==> src/rtl/vga_pattern_sequencer.sv <==
// vga_pattern_sequencer
//   Produces pixel_color for the DE0 VGA driver from the driver's raster position and blanking
//   flags. Debounced buttons step a pending pattern (next/prev) or toggle auto-cycling. The
//   pending pattern is committed to `mode` only on a V_blank rising edge, so a frame is never
//   torn. In auto mode the pattern advances every AUTO_FRAMES frames.
// Ports
//   clk_50, rst_n        : 50 MHz clock, asynchronous active-low reset
//   pixel_en             : one-cycle pixel strobe from the driver
//   X_pix, Y_pix         : current column / line (0-based)
//   H_blank, V_blank     : blanking flags
//   INPUT_BTN[2:0]       : raw active-low buttons: [0] next, [1] prev, [2] auto toggle
//   INPUT_SWS[9:0]       : raw switches
//   pixel_color[11:0]    : {R,G,B} nibbles, registered, valid the cycle after pixel_en
//   mode[2:0]            : committed pattern
//   auto_on              : auto-cycle enabled
//   frame_cnt[15:0]      : frame boundaries seen since reset (wraps)
module vga_pattern_sequencer #(
  parameter int unsigned H_ACTIVE        = 1280,
  parameter int unsigned V_ACTIVE        = 1024,
  parameter int unsigned DEBOUNCE_CYCLES = 500000,
  parameter int unsigned AUTO_FRAMES     = 120,
  parameter int unsigned NUM_MODES       = 5
) (
  input  logic        clk_50,
  input  logic        rst_n,
  input  logic        pixel_en,
  input  logic [10:0] X_pix,
  input  logic [10:0] Y_pix,
  input  logic        H_blank,
  input  logic        V_blank,
  input  logic [2:0]  INPUT_BTN,
  input  logic [9:0]  INPUT_SWS,
  output logic [11:0] pixel_color,
  output logic [2:0]  mode,
  output logic        auto_on,
  output logic [15:0] frame_cnt
);

  localparam int unsigned DbW = $clog2(DEBOUNCE_CYCLES + 1);
  localparam int unsigned AfW = $clog2(AUTO_FRAMES + 1);
  localparam logic [DbW-1:0] DbLast   = DbW'(DEBOUNCE_CYCLES - 1);
  localparam logic [AfW-1:0] AfLast   = AfW'(AUTO_FRAMES - 1);
  localparam logic [2:0]     ModeLast = 3'(NUM_MODES - 1);

  localparam logic [11:0] HAct = 12'(H_ACTIVE);
  localparam logic [11:0] VAct = 12'(V_ACTIVE);
  // Band edges; the last band absorbs the division remainder.
  localparam logic [11:0] HB1 = 12'(1 * (H_ACTIVE / 5));
  localparam logic [11:0] HB2 = 12'(2 * (H_ACTIVE / 5));
  localparam logic [11:0] HB3 = 12'(3 * (H_ACTIVE / 5));
  localparam logic [11:0] HB4 = 12'(4 * (H_ACTIVE / 5));
  localparam logic [11:0] VB1 = 12'(1 * (V_ACTIVE / 5));
  localparam logic [11:0] VB2 = 12'(2 * (V_ACTIVE / 5));
  localparam logic [11:0] VB3 = 12'(3 * (V_ACTIVE / 5));
  localparam logic [11:0] VB4 = 12'(4 * (V_ACTIVE / 5));

  function automatic logic [2:0] mode_inc(input logic [2:0] m);
    return (m >= ModeLast) ? 3'd0 : m + 3'd1;
  endfunction

  function automatic logic [2:0] mode_dec(input logic [2:0] m);
    return ((m == 3'd0) || (m > ModeLast)) ? ModeLast : m - 3'd1;
  endfunction

  function automatic logic [11:0] band_color(input logic [11:0] p, input logic [11:0] b1,
                                             input logic [11:0] b2, input logic [11:0] b3,
                                             input logic [11:0] b4);
    if (p < b1)      return 12'hFFF;
    else if (p < b2) return 12'h000;
    else if (p < b3) return 12'h00F;
    else if (p < b4) return 12'h0F0;
    else             return 12'hF00;
  endfunction

  // Input synchronizers
  logic [2:0] btn_s1_q, btn_s2_q;
  logic [9:0] sws_s1_q, sws_s2_q;

  always_ff @(posedge clk_50 or negedge rst_n) begin
    if (!rst_n) begin
      btn_s1_q <= 3'b111;
      btn_s2_q <= 3'b111;
      sws_s1_q <= '0;
      sws_s2_q <= '0;
    end else begin
      btn_s1_q <= INPUT_BTN;
      btn_s2_q <= btn_s1_q;
      sws_s1_q <= INPUT_SWS;
      sws_s2_q <= sws_s1_q;
    end
  end

  // Debouncers: the debounced level follows the synchronized input only after it has
  // disagreed for DEBOUNCE_CYCLES consecutive cycles; press is the falling transition.
  logic [2:0]     db_q, db_d;
  logic [2:0]     press_q, press_d;
  logic [DbW-1:0] db_cnt_q [3];
  logic [DbW-1:0] db_cnt_d [3];

  always_comb begin
    db_d    = db_q;
    press_d = '0;
    for (int i = 0; i < 3; i++) begin
      db_cnt_d[i] = '0;
      if (btn_s2_q[i] != db_q[i]) begin
        if (db_cnt_q[i] == DbLast) begin
          db_d[i]    = btn_s2_q[i];
          press_d[i] = ~btn_s2_q[i];
        end else begin
          db_cnt_d[i] = db_cnt_q[i] + DbW'(1);
        end
      end
    end
  end

  always_ff @(posedge clk_50 or negedge rst_n) begin
    if (!rst_n) begin
      db_q     <= 3'b111;
      press_q  <= '0;
      for (int i = 0; i < 3; i++) db_cnt_q[i] <= '0;
    end else begin
      db_q     <= db_d;
      press_q  <= press_d;
      for (int i = 0; i < 3; i++) db_cnt_q[i] <= db_cnt_d[i];
    end
  end

  // Mode control
  logic           vblank_q;
  logic [2:0]     pending_q, pending_d;
  logic [2:0]     mode_q, mode_d;
  logic           auto_on_q, auto_on_d;
  logic [AfW-1:0] auto_cnt_q, auto_cnt_d;
  logic [15:0]    frame_cnt_q, frame_cnt_d;
  logic           boundary, auto_adv, press_next, press_prev, manual;

  assign boundary   = V_blank & ~vblank_q;
  assign press_next = press_q[0] & ~press_q[1];
  assign press_prev = press_q[1] & ~press_q[0];
  assign manual     = press_q[0] | press_q[1];

  always_comb begin
    pending_d   = pending_q;
    mode_d      = mode_q;
    auto_on_d   = auto_on_q;
    auto_cnt_d  = auto_cnt_q;
    frame_cnt_d = frame_cnt_q;
    auto_adv    = 1'b0;

    if (boundary) begin
      frame_cnt_d = frame_cnt_q + 16'd1;
      if (auto_on_q) begin
        if (auto_cnt_q == AfLast) begin
          auto_cnt_d = '0;
          auto_adv   = 1'b1;
        end else begin
          auto_cnt_d = auto_cnt_q + AfW'(1);
        end
      end
    end

    // A manual step wins over an auto advance on the same boundary.
    if (press_next)      pending_d = mode_inc(pending_q);
    else if (press_prev) pending_d = mode_dec(pending_q);
    else if (auto_adv)   pending_d = mode_inc(pending_q);

    if (manual || press_q[2]) auto_cnt_d = '0;
    if (press_q[2])           auto_on_d  = ~auto_on_q;

    // Commit includes any change made on this same cycle.
    if (boundary) mode_d = pending_d;
  end

  always_ff @(posedge clk_50 or negedge rst_n) begin
    if (!rst_n) begin
      vblank_q    <= 1'b0;
      pending_q   <= '0;
      mode_q      <= '0;
      auto_on_q   <= 1'b0;
      auto_cnt_q  <= '0;
      frame_cnt_q <= '0;
    end else begin
      vblank_q    <= V_blank;
      pending_q   <= pending_d;
      mode_q      <= mode_d;
      auto_on_q   <= auto_on_d;
      auto_cnt_q  <= auto_cnt_d;
      frame_cnt_q <= frame_cnt_d;
    end
  end

  // Pattern generation
  logic [11:0] color_q, color_d;
  logic        active;
  logic [3:0]  chk_k;

  assign active = ~H_blank & ~V_blank & ({1'b0, X_pix} < HAct) & ({1'b0, Y_pix} < VAct);
  assign chk_k  = 4'd3 + {2'b00, sws_s2_q[1:0]};

  always_comb begin
    color_d = color_q;
    if (pixel_en) begin
      if (!active) begin
        color_d = 12'h000;
      end else begin
        case (mode_q)
          3'd0:    color_d = 12'hFFF;
          3'd1:    color_d = {2'b00, sws_s2_q};
          3'd2:    color_d = band_color({1'b0, Y_pix}, VB1, VB2, VB3, VB4);
          3'd3:    color_d = band_color({1'b0, X_pix}, HB1, HB2, HB3, HB4);
          3'd4:    color_d = (X_pix[chk_k] ^ Y_pix[chk_k]) ? 12'hFFF : 12'h000;
          default: color_d = 12'h000;
        endcase
      end
    end
  end

  always_ff @(posedge clk_50 or negedge rst_n) begin
    if (!rst_n) color_q <= '0;
    else        color_q <= color_d;
  end

  assign pixel_color = color_q;
  assign mode        = mode_q;
  assign auto_on     = auto_on_q;
  assign frame_cnt   = frame_cnt_q;

endmodule
==> config.mk <==
export PLATFORM = sky130hd
export DESIGN_NAME = vga_pattern_sequencer
export DESIGN_NICKNAME = d
export VERILOG_FILES = /design/src/rtl/vga_pattern_sequencer.sv
export SDC_FILE = /design/constraint.sdc
export NUM_CORES = 1
export LEC_CHECK = 0
export ABC_AREA = 1
export BUFFER_PORTS_ARGS = -buffer_cell sky130_fd_sc_hd__buf_2
export CAP_MARGIN = 20
export CORE_AREA = 10 10 117 225
export DETAILED_ROUTE_END_ITERATION = 10
export DIE_AREA = 0 0 127 235
export GPL_ROUTABILITY_DRIVEN = 0
export HOLD_SLACK_MARGIN = 0.02
export PLACE_DENSITY = 0.47
export SLEW_MARGIN = 20
export SYNTH_ARGS = -nofsm -noshare
export SYNTH_HDL_FRONTEND = slang
export SYNTH_SLANG_ARGS = --single-unit
==> constraint.sdc <==
create_clock -name clk_50 -period 2.6 [get_ports clk_50]
set_clock_uncertainty 0.2 [all_clocks]
set_input_delay 0.52 -clock clk_50 [delete_from_list [all_inputs] [get_ports clk_50]]
set_output_delay 0.52 -clock clk_50 [all_outputs]
set_load 0.05 [all_outputs]
==> summary.md, run 1 <==
| Metric | Value |
|---|---|
| CTS sink count | `~130` |
| Worst Path Required | `between 2000 and 3000 ps` |
| Pre-CTS setup slack | `166 ps` |
| Setup CP Type | `flip-flop to flip-flop` |
| Ys async rst share | `1.00` |
| FF+latch area | `0.00329 sq mm` |
| Max Fanout on Critical Path | `10` |
| Row count | `roughly 80` |
| Top-count cell post-synth | `nand2_1` |
| Critical path's top delay family | `simple AND/OR/NAND/NOR gates` |
| Pin count of the biggest net entering global routing | `between 50 and 60` |
| Routed Antenna Nets | `0` |
| Share of cells above drive strength 1 | `0.172` |
| Clock slew at reported path FFs | `~60 ps` |
| Post-synth top area share | `0.454` |
| Via-per-instance ratio | `between 4 and 5` |
| Cell variety after synth | `between 40 and 50` |
| Fmax | `435 MHz` |
| Max VDD drop | `approximately 0.34 mV` |
| Synth Net Count | `just under 900` |
| Static leakage | `3.97 nW` |
| Die Span Y | `approximately 240 um` |
| Die Wd | `between 100 and 150 um` |
| Vias in the first global route | `just over 6000` |
| CTS tree | `done` |
| Worst slew pin tran | `between 600 and 700 ps` |
| Grt total ovfl | `0` |
| TritonRoute pass-1 iters | `4` |
| Max Cap Viol | `0` |
| PwrDens | `~640 mW/mm^2` |
| Core area | `0.0226 sq mm` |
| Starting density of the core | `0.297` |
| DP HPWL | `roughly 14000 um` |
| Wire per inst | `14.6 um` |
| Period utilisation layout | `0.884` |
| Synthesized instance count | `819` |
| Seq/Total Area, Yosys | `0.489` |
| Final Max Slew Viols | `0` |
| Crit-path cells | `inv_2 > ha_1 > inv_1 > nand3_1 > nand2_1 > nand2_1 > nand2_1 > nand2_1 > nand3_2 > nand2_1 > o21bai_1 > nand2_1` |
| Setup WS post-layout | `between 300 and 400 ps` |
| Clk_lat worst skew | `430 ps` |
| Final nets | `971` |
| DRC violations left | `0` |
| Period minus WS final | `2300 ps` |
| Final antenna diode count | `0` |
| Synthesized area per cell | `around 8.2 sq um` |
| Final Hold Fails | `0` |
| Most instantiated cells after synthesis | `nand2_1 (178), dfrtp_1 (122), inv_1 (109)` |
| Total length of routed wires | `between 15000 and 20000 um` |
| IO Pins | `just over 70` |
| Post-synth EDFFs | `0` |
| Final setup violation count | `0` |
| Hold WC Path Type | `input port to flip-flop` |
| CTS Buffer Depth | `2` |
| Initial DRC count | `about 250` |
| CP arrival | `about 2400 ps` |
| Synthesis-stage register bit count | `between 100 and 150` |
| Initial antenna violation count | `0` |
| Cell area after synthesis | `between 0.006 and 0.007 sq mm` |
| Fillers | `between 2000 and 2500` |
| Run status | `finished clean` |
| Most frequent CP cell | `nand2_1` |
| Area grow syn2layout | `22.0%` |
| CTS Buf Count | `17` |
| CTS Root Cell | `clkbuf_16` |
| Die area | `between 0.02 and 0.03 sq mm` |
| Max_slew headroom | `0.560` |
| Multi-input gate area | `just under 0.003 sq mm` |
| Worst path buffer plus inverter count | `2` |
| Worst path max stage delay | `between 400 and 500 ps` |
| DR vias | `roughly 5700` |
| Ys flop type | `dfrtp_1` |
| Sum of negative setup slack | `0 ps` |
| Synth area leaders | `dfrtp_1 (45%), nand2_1 (9.9%), inv_1 (6.1%)` |
| Critical path launch point type | `flip-flop` |
| First-pass GRT wire length | `approximately 30000 um` |
| Crit end category | `flip-flop` |
| CTS HTree Levels | `4` |
| CP max stage cell | `dfrtp_2` |
| Synth Warn # | `0` |
| RSZ-0062 raised after global routing | `no` |
| Global Route Usage Sum | `0.123` |
| Number of port buffers | `a little over 70` |
| Synth area leader | `dfrtp_1` |
cells by family (layout without fill, tap and decap cells):
family	count (synthesis)	after routing	share of synthesized area
XOR/XNOR	38	38	0.0495
AO/OA/AOI/OAI	69	69	0.0577
AND/OR/NAND/NOR	446	446	0.313
multiplexers	3	3	0.00446
buffers and inverters	123	239	0.0701
adder cells (fa/ha/maj)	9	9	0.0167
flip-flops	131	131	0.489
placed cells by master, fill, tap and decap left out, drive strengths merged, types with 10 or more instances in the layout:
master / instances
nor2: 104
buf: 79
dlygate4sd3: 14
a21oi: 28
inv: 122
dfrtp: 122
nand3: 59
o21ai: 23
nand2: 182
nor3: 30
nor4: 10
nand4: 39
clkbuf: 17
xor2: 31
layout make-up:
type | instances | share of cell area
Sequential cell | 131 | 0.401
Multi-Input combinational cell | 565 | 0.361
Timing Repair Buffer | 93 | 0.0700
Inverter | 114 | 0.0524
Clock buffer | 17 | 0.0518
Tap cell | 280 | 0.0427
Clock inverter | 15 | 0.0209
final timing paths:
kind,startpoint,to,slack [ps],depth (start not counted)
min in group asynchronous,rst_n,db_cnt_q[28]$_DFF_PN0_,380,2
setup reg to reg,sws_s2_q[0]$_DFF_PN0_,pixel_color[4]$_DFFE_PN0P_,300,12
setup / recovery,sws_s2_q[0]$_DFF_PN0_,pixel_color[4]$_DFFE_PN0P_,300,12
max in group asynchronous,rst_n,sws_s2_q[0]$_DFF_PN0_,1130,3
hold reg to reg,sws_s1_q[4]$_DFF_PN0_,sws_s2_q[4]$_DFF_PN0_,150,0
hold / removal,V_blank,vblank_q$_DFF_PN0_,50,1
per-layer routing:
layer	vias up	global-route usage	part of all wire
li1	2869	-	-
met1	2689	0.113	0.36
met2	103	0.229	0.56
met3	32	0.0365	0.050
met4	0	0.0678	0.035
met5	-	0	0
per-stage QoR:
stage	utilization	hold slack (ps)	instance area (sq um)	power, W	instances
global route	0.363	34.5	8210	0.00552	1215
global placement	0.330	132	7470	0.00287	1169
finish	0.363	48.2	8210	0.00529	1215
detailed placement	0.330	136	7470	0.00287	1169
CTS	0.363	28.0	8210	0.00539	1215
floorplan	-	24.4	6730	0.00262	819
power breakdown:
group	internal (W)	leakage [nW]	switching [W]
sequential	0.00213	1.72	0.0000900
combinational	0.000169	1.95	0.000441
clock	0.00144	0.292	0.00101
timing repair:
item | 4_1_cts | 5_1_grt
hold endpoints to repair | 47 | 0
gates resized for setup | 0 | 1
setup endpoints to repair | 0 | 4
setup buffers | 0 | 0
hold buffers | 14 | 0
state kept, by name (all words and copies together) (netlist names):
register and cells:
auto_cnt_q 7, auto_on 1, btn_s1_q 3, btn_s2_q 3, db_cnt_q 57, db_q 3, frame_cnt 16, mode 3
pending_q 3, pixel_color 11, press_q 3, sws_s1_q 10, sws_s2_q 10, vblank_q 1
No activity file was read; power rests on OpenSTA's default activity.
==> run 2: changes to the inputs <==
- BUFFER_PORTS_ARGS: -buffer_cell sky130_fd_sc_hd__buf_2 -> unset
- CTS_CLUSTER_SIZE: unset -> 20
- DONT_BUFFER_PORTS: unset -> 1
- PLACE_DENSITY: 0.47 -> 0.44
==> summary.md, run 2 (same netlist as run 1, synthesis figures left out) <==
| Metric | Value |
|---|---|
| First-pass GRT wire length | `about 29000 um` |
| CTS tree | `done` |
| Post-Place Cells | `about 1100` |
| Routed Antenna Nets | `0` |
| Core area | `between 0.02 and 0.025 sq mm` |
| Sequential power share | `0.426` |
| Biggest register | `db_cnt_q` |
| Starting density of the core | `0.297` |
| TritonRoute pass-1 iters | `4` |
| Worst Setup SP | `sws_s2_q[0]$_DFF_PN0_` |
| Clk_lat worst skew | `around 420 ps` |
| Most frequent cells in the layout | `nand2_1 (178), dfrtp_1 (122), inv_1 (109)` |
| CTS Root Cell | `clkbuf_16` |
| Fillers | `approximately 2400` |
| Crit path depth | `12` |
| R2R depth | `12` |
| Max_slew headroom | `0.582` |
| Final Hold Fails | `131` |
| CP arrival | `2490 ps` |
| Share of cells above drive strength 1 | `0.112` |
| CP max stage cell | `dfrtp_1` |
| Final Max Slew Viols | `0` |
| Power share of the clock group | `0.469` |
| Combinational power share | `0.105` |
| Critical path launch point type | `flip-flop` |
| Switch share | `0.267` |
| CTS sink count | `roughly 130` |
| Worst slew pin tran | `around 630 ps` |
| PwrDens | `roughly 660 mW/mm^2` |
| CTS Buffer Depth | `2` |
| DRC violations left | `0` |
| Final nets | `approximately 900` |
| Most frequent CP cell | `nand2_1` |
| Initial DRC count | `191` |
| Fmax | `roughly 420 MHz` |
| IO Pins | `72` |
| Via-per-instance ratio | `~4.7` |
| Max Cap Viol | `0` |
| Worst Setup EP | `pixel_color[7]$_DFFE_PN0P_` |
| Critical path's top delay family | `simple AND/OR/NAND/NOR gates` |
| Max reg flops | `57` |
| Post-CTS Setup Inserts | `0` |
| R2R setup slack | `about 220 ps` |
| Final setup violation count | `0` |
| Non-filler cells, final | `approximately 1200` |
| Switching pwr | `0.00139 W` |
| Worst path max stage delay | `between 500 and 600 ps` |
| Clock slew at reported path FFs | `~60 ps` |
| CTS Buf Count | `17` |
| Worst Path Required | `2710 ps` |
| Hold slack | `-406 ps` |
| Post-cts resize count | `0` |
| Die Span Y | `about 240 um` |
| Failing checks | `hold timing` |
| Most common cell after layout, fill and taps aside | `nand2_1` |
| RSZ-0062 raised after global routing | `no` |
| Pin count of the biggest net entering global routing | `between 100 and 150` |
| Wire per inst | `between 15 and 20 um` |
| Hold WC Path Type | `input port to asynchronous set/reset pin` |
| Area grow syn2layout | `17.8%` |
| Internal power | `roughly 0.0038 W` |
| Global Route Usage Sum | `0.122` |
| Grt total ovfl | `0` |
| FF-to-FF Start | `sws_s2_q[0]$_DFF_PN0_` |
| Die area | `just under 0.03 sq mm` |
| Crit end category | `flip-flop` |
| Max VDD drop | `between 0.4 and 0.5 mV` |
| Initial antenna violation count | `0` |
| Max Fanout on Critical Path | `10` |
| Final antenna diode count | `0` |
| CTS HTree Levels | `4` |
| DP HPWL | `~14000 um` |
| Number of port buffers | `0` |
| Die Wd | `roughly 130 um` |
| Sum of negative setup slack | `0 ps` |
| Static leakage | `3.70 nW` |
| Worst path buffer plus inverter count | `2` |
| Run status | `finished, violations left` |
| Period minus WS final | `2380 ps` |
| Crit-path cells | `inv_2 > ha_1 > inv_1 > nand3_1 > nand2_1 > nand2_1 > nand2_1 > nand2_1 > nand3_2 > nand2_1 > o21bai_1 > nand2_1` |
| Hold-fix buffers, CTS | `14` |
| Total length of routed wires | `between 15000 and 20000 um` |
| DR vias | `5477` |
| Reg2reg end | `pixel_color[7]$_DFFE_PN0P_` |
| Vias in the first global route | `between 5000 and 6000` |
| Period utilisation layout | `0.916` |
| Setup CP Type | `flip-flop to flip-flop` |
| Row count | `78` |
[run 2: changes by cell type in the layout (fill, tap and decap cells not counted), moves of 2 or more]
cell,before,now
buf_2,70,0
buf_4,7,19
clkbuf_1,0,2
clkinvlp_4,1,3
inv_6,7,1
[run 2: worst min-delay path by stage]
stage           from                   endpoint  slack (ps)  depth (start not counted)
6_report       rst_n     db_cnt_q[28]$_DFF_PN0_        -410                          0
5_1_grt        rst_n     db_cnt_q[26]$_DFF_PN0_        -440                          0
4_1_cts        rst_n     db_cnt_q[21]$_DFF_PN0_        -440                          0
3_5_place_dp   rst_n     db_cnt_q[27]$_DFF_PN0_          30                          0
3_3_place_gp   rst_n     db_cnt_q[27]$_DFF_PN0_          30                          0
2_1_floorplan  rst_n  auto_cnt_q[0]$_DFFE_PN0P_          20                          0
[run 2: power by group through the flow]
stage / registers (W) / clock network, W / logic (W)
floorplan: 0.00243 / 0 / 0.000194
global placement: 0.00226 / 0 / 0.000541
detailed placement: 0.00226 / 0 / 0.000541
CTS: 0.00223 / 0.00253 / 0.000564
global route: 0.00224 / 0.00263 / 0.000612
finish: 0.00223 / 0.00245 / 0.000547
[run 2: stage by stage]
step / worst slack [ps] / cell area (sq um) / hold slack (ps) / total power [W] / util
2_1_floorplan: 596 / 6730 / 24.4 / 0.00262 / -
3_3_place_gp: 264 / 7180 / 30.4 / 0.00280 / 0.317
3_5_place_dp: 184 / 7180 / 31.0 / 0.00280 / 0.317
4_1_cts: 165 / 7920 / -437 / 0.00532 / 0.350
5_1_grt: 44.0 / 7920 / -439 / 0.00548 / 0.350
6_report: 218 / 7920 / -406 / 0.00522 / 0.350
[run 2: area by class of cell]
cell class	instances	area, sq um	area share
Multi-Input combinational cell	565	2970	0.374
Clock inverter	12	158	0.0199
Sequential cell	131	3290	0.415
Clock buffer	20	447	0.0564
Timing Repair Buffer	33	283	0.0357
Tap cell	280	350	0.0442
Inverter	114	430	0.0543
[run 2: per-layer routing]
layer	track usage	wire length [um]	part of all wire	vias up
met5	0	0	0	-
met3	0.0453	1050	0.059	30
li1	-	-	-	2755
met4	0.0574	490	0.028	0
met1	0.107	6120	0.35	2588
met2	0.233	10100	0.57	104
==> run 3: changes to the inputs <==
- ABC_AREA: 1 -> unset
- CORE_AREA: 10 10 117 225 -> 10 10 113 217
- DIE_AREA: 0 0 127 235 -> 0 0 123 227
==> summary.md, run 3 <==
| Metric | Value |
|---|---|
| Switch share | `0.258` |
| Synthesis-stage register bit count | `roughly 130` |
| Biggest register | `db_cnt_q` |
| PwrDens | `685 mW/mm^2` |
| Total length of routed wires | `15300 um` |
| Synthesized instance count | `slightly above 600` |
| Most frequent cells in the layout | `dfrtp_1 (122), nor2_1 (95), nand2_1 (52)` |
| Final antenna diode count | `0` |
| Share of cells above drive strength 1 | `0.110` |
| TritonRoute pass-1 iters | `4` |
| Post-CTS Setup Inserts | `0` |
| Ys async rst share | `1.00` |
| Sum of negative setup slack | `0 ps` |
| CTS Buffer Depth | `2` |
| Initial antenna violation count | `0` |
| M1 WL | `between 5000 and 6000 um` |
| Area grow syn2layout | `17.8%` |
| Wire per inst | `around 16 um` |
| Post-synth EDFFs | `0` |
| DR vias | `approximately 4500` |
| Period utilisation layout | `0.883` |
| DP HPWL | `roughly 11000 um` |
| Hold-fix buffers, CTS | `14` |
| FF-to-FF Start | `sws_s2_q[0]$_DFF_PN0_` |
| Row count | `75` |
| Failing checks | `hold timing` |
| Most instantiated cells after synthesis | `dfrtp_1 (122), nor2_1 (96), nand2_1 (52)` |
| Starting density of the core | `0.298` |
| Period minus WS final | `2290 ps` |
| Max VDD drop | `0.365 mV` |
| CTS tree | `done` |
| Final Max Slew Viols | `0` |
| Die Span Y | `about 230 um` |
| Max reg flops | `57` |
| Post-synth top area share | `0.490` |
| Fmax | `~440 MHz` |
| Synth area leaders | `dfrtp_1 (49%), xnor2_1 (6.2%), nor2_1 (5.8%)` |
| Pin count of the biggest net entering global routing | `132` |
| Seq/Total Area, Yosys | `0.528` |
| Global Route Usage Sum | `0.116` |
| Top layer used by detailed routing | `met4` |
| Clock slew at reported path FFs | `approximately 60 ps` |
| Met3 WL | `around 1200 um` |
| Synth Warn # | `0` |
| Die Wd | `about 120 um` |
| Synth area leader | `dfrtp_1` |
| Worst slew pin tran | `about 620 ps` |
| RSZ-0062 raised after global routing | `no` |
| Die area | `0.0279 sq mm` |
| Cell variety after synth | `just under 60` |
| Hold slack | `-413 ps` |
| Initial DRC count | `between 200 and 250` |
| Crit end category | `flip-flop` |
| Worst Path Required | `between 2000 and 3000 ps` |
| Cell area after synthesis | `0.00623 sq mm` |
| Metal2 WL | `approximately 8100 um` |
| Combinational power share | `0.085` |
| Via-per-instance ratio | `slightly below 5` |
| Final nets | `~700` |
| Run status | `finished, violations left` |
| Worst Setup SP | `sws_s2_q[0]$_DFF_PN0_` |
| CTS Buf Count | `17` |
| Vias in the first global route | `roughly 4700` |
| Routed Antenna Nets | `0` |
| Setup CP Type | `flip-flop to flip-flop` |
| CP arrival | `approximately 2400 ps` |
| CTS Root Cell | `clkbuf_16` |
| Core area | `between 0.02 and 0.025 sq mm` |
| Hold WC Path Type | `input port to asynchronous set/reset pin` |
| Most common cell after layout, fill and taps aside | `dfrtp_1` |
| Power share of the clock group | `0.482` |
| Number of port buffers | `0` |
| Clk_lat worst skew | `between 400 and 500 ps` |
| Ys flop type | `dfrtp_1` |
| Top-count cell post-synth | `dfrtp_1` |
| Max_slew headroom | `0.587` |
| Critical path launch point type | `flip-flop` |
| Synth Net Count | `between 600 and 700` |
| Internal power | `about 0.0037 W` |
| DRC violations left | `0` |
| Max Cap Viol | `0` |
| Final Hold Fails | `131` |
| CTS sink count | `roughly 130` |
| Synthesized area per cell | `approximately 10 sq um` |
| Switching pwr | `between 0.001 and 0.0015 W` |
| Max Fanout on Critical Path | `11` |
| Final setup violation count | `0` |
| Grt total ovfl | `0` |
| First-pass GRT wire length | `around 25000 um` |
| CTS HTree Levels | `4` |
| Static leakage | `approximately 3.1 nW` |
| Sequential power share | `0.432` |
| IO Pins | `around 70` |
[run 3: cell types whose count changed in the layout (fill, tap and decap cells not counted), moves of 7 or more]
| cell | previous run | this run |
|---|---|---|
| nand2_1 | 178 | 52 |
| inv_1 | 109 | 16 |
| xnor2_1 | 7 | 44 |
| nand4_1 | 38 | 12 |
| nand3_1 | 54 | 31 |
| and3_1 | 0 | 17 |
| o21ai_0 | 22 | 5 |
| nor2b_1 | 0 | 14 |
| nand2b_1 | 0 | 8 |
| nor2_2 | 9 | 1 |
| nor3_1 | 24 | 17 |
| or2_2 | 8 | 1 |
[run 3: critical path: stages, from the launching register on]
cell and delay (ps):
dfrtp_1 390, inv_1 90, ha_1 370, nand2b_1 150, o22ai_1 90, a2111oi_0 490
nor2_2 230, a21oi_1 200
[run 3: power by group through the flow]
stage | Combinational, W | Clock [W] | Sequential (W)
floorplan | 0.000142 | 0 | 0.00235
global placement | 0.000409 | 0 | 0.00221
detailed placement | 0.000416 | 0 | 0.00221
CTS | 0.000435 | 0.00252 | 0.00217
global route | 0.000463 | 0.00261 | 0.00218
finish | 0.000429 | 0.00242 | 0.00217
[run 3: logic make-up after synthesis]
family          synth area share
xor+xnor                   0.114
mux                       0.0104
compound gates            0.0679
simple gates               0.231
fa+ha+maj                 0.0197
flops                      0.528
buf+inv                   0.0291
[run 3: routing by layer]
metal  GRT usage  up-vias
met3      0.0400       19
met2       0.204      117
li1            -     2175
met5           0        -
met1       0.115     2199
met4      0.0604        0
[run 3: layout make-up]
class | instances | area [sq um]
sequential | 131 | 3290
timing repair buffer | 34 | 290
inverter | 16 | 60.1
clock buffer | 19 | 453
multi-input combinational | 448 | 2760
clock inverter | 13 | 149
fill | 2086 | 13600
tap | 269 | 337
[run 3: stage by stage]
stage | area (sq um) | power, W | utilization | cells | worst slack [ps]
after global routing | 7340 | 0.00526 | 0.351 | 930 | 159
final | 7340 | 0.00503 | 0.351 | 930 | 305
after floorplan | 6230 | 0.00250 | - | 616 | 468
after global placement | 6600 | 0.00262 | 0.315 | 884 | 284
after CTS | 7340 | 0.00513 | 0.351 | 930 | 125
after detailed placement | 6600 | 0.00263 | 0.315 | 884 | 155
[run 3: path summary, 6_finish.rpt]
path                                              end  slack [ps]  depth (start not counted)
min in group clk_50        pixel_color[2]$_DFFE_PN0P_          90                          2
hold reg to reg                 sws_s2_q[3]$_DFF_PN0_         150                          0
setup reg to reg           pixel_color[7]$_DFFE_PN0P_         310                          7
setup / recovery           pixel_color[7]$_DFFE_PN0P_         310                          7
max in group asynchronous       btn_s2_q[1]$_DFF_PN1_        2350                          0
hold / removal              auto_cnt_q[1]$_DFFE_PN0P_        -410                          0
[run 3: what timing repair did]
action | CTS | global route
resized for setup | 0 | 1
setup endpoints to repair | 0 | 11
hold endpoints to repair | 145 | 131
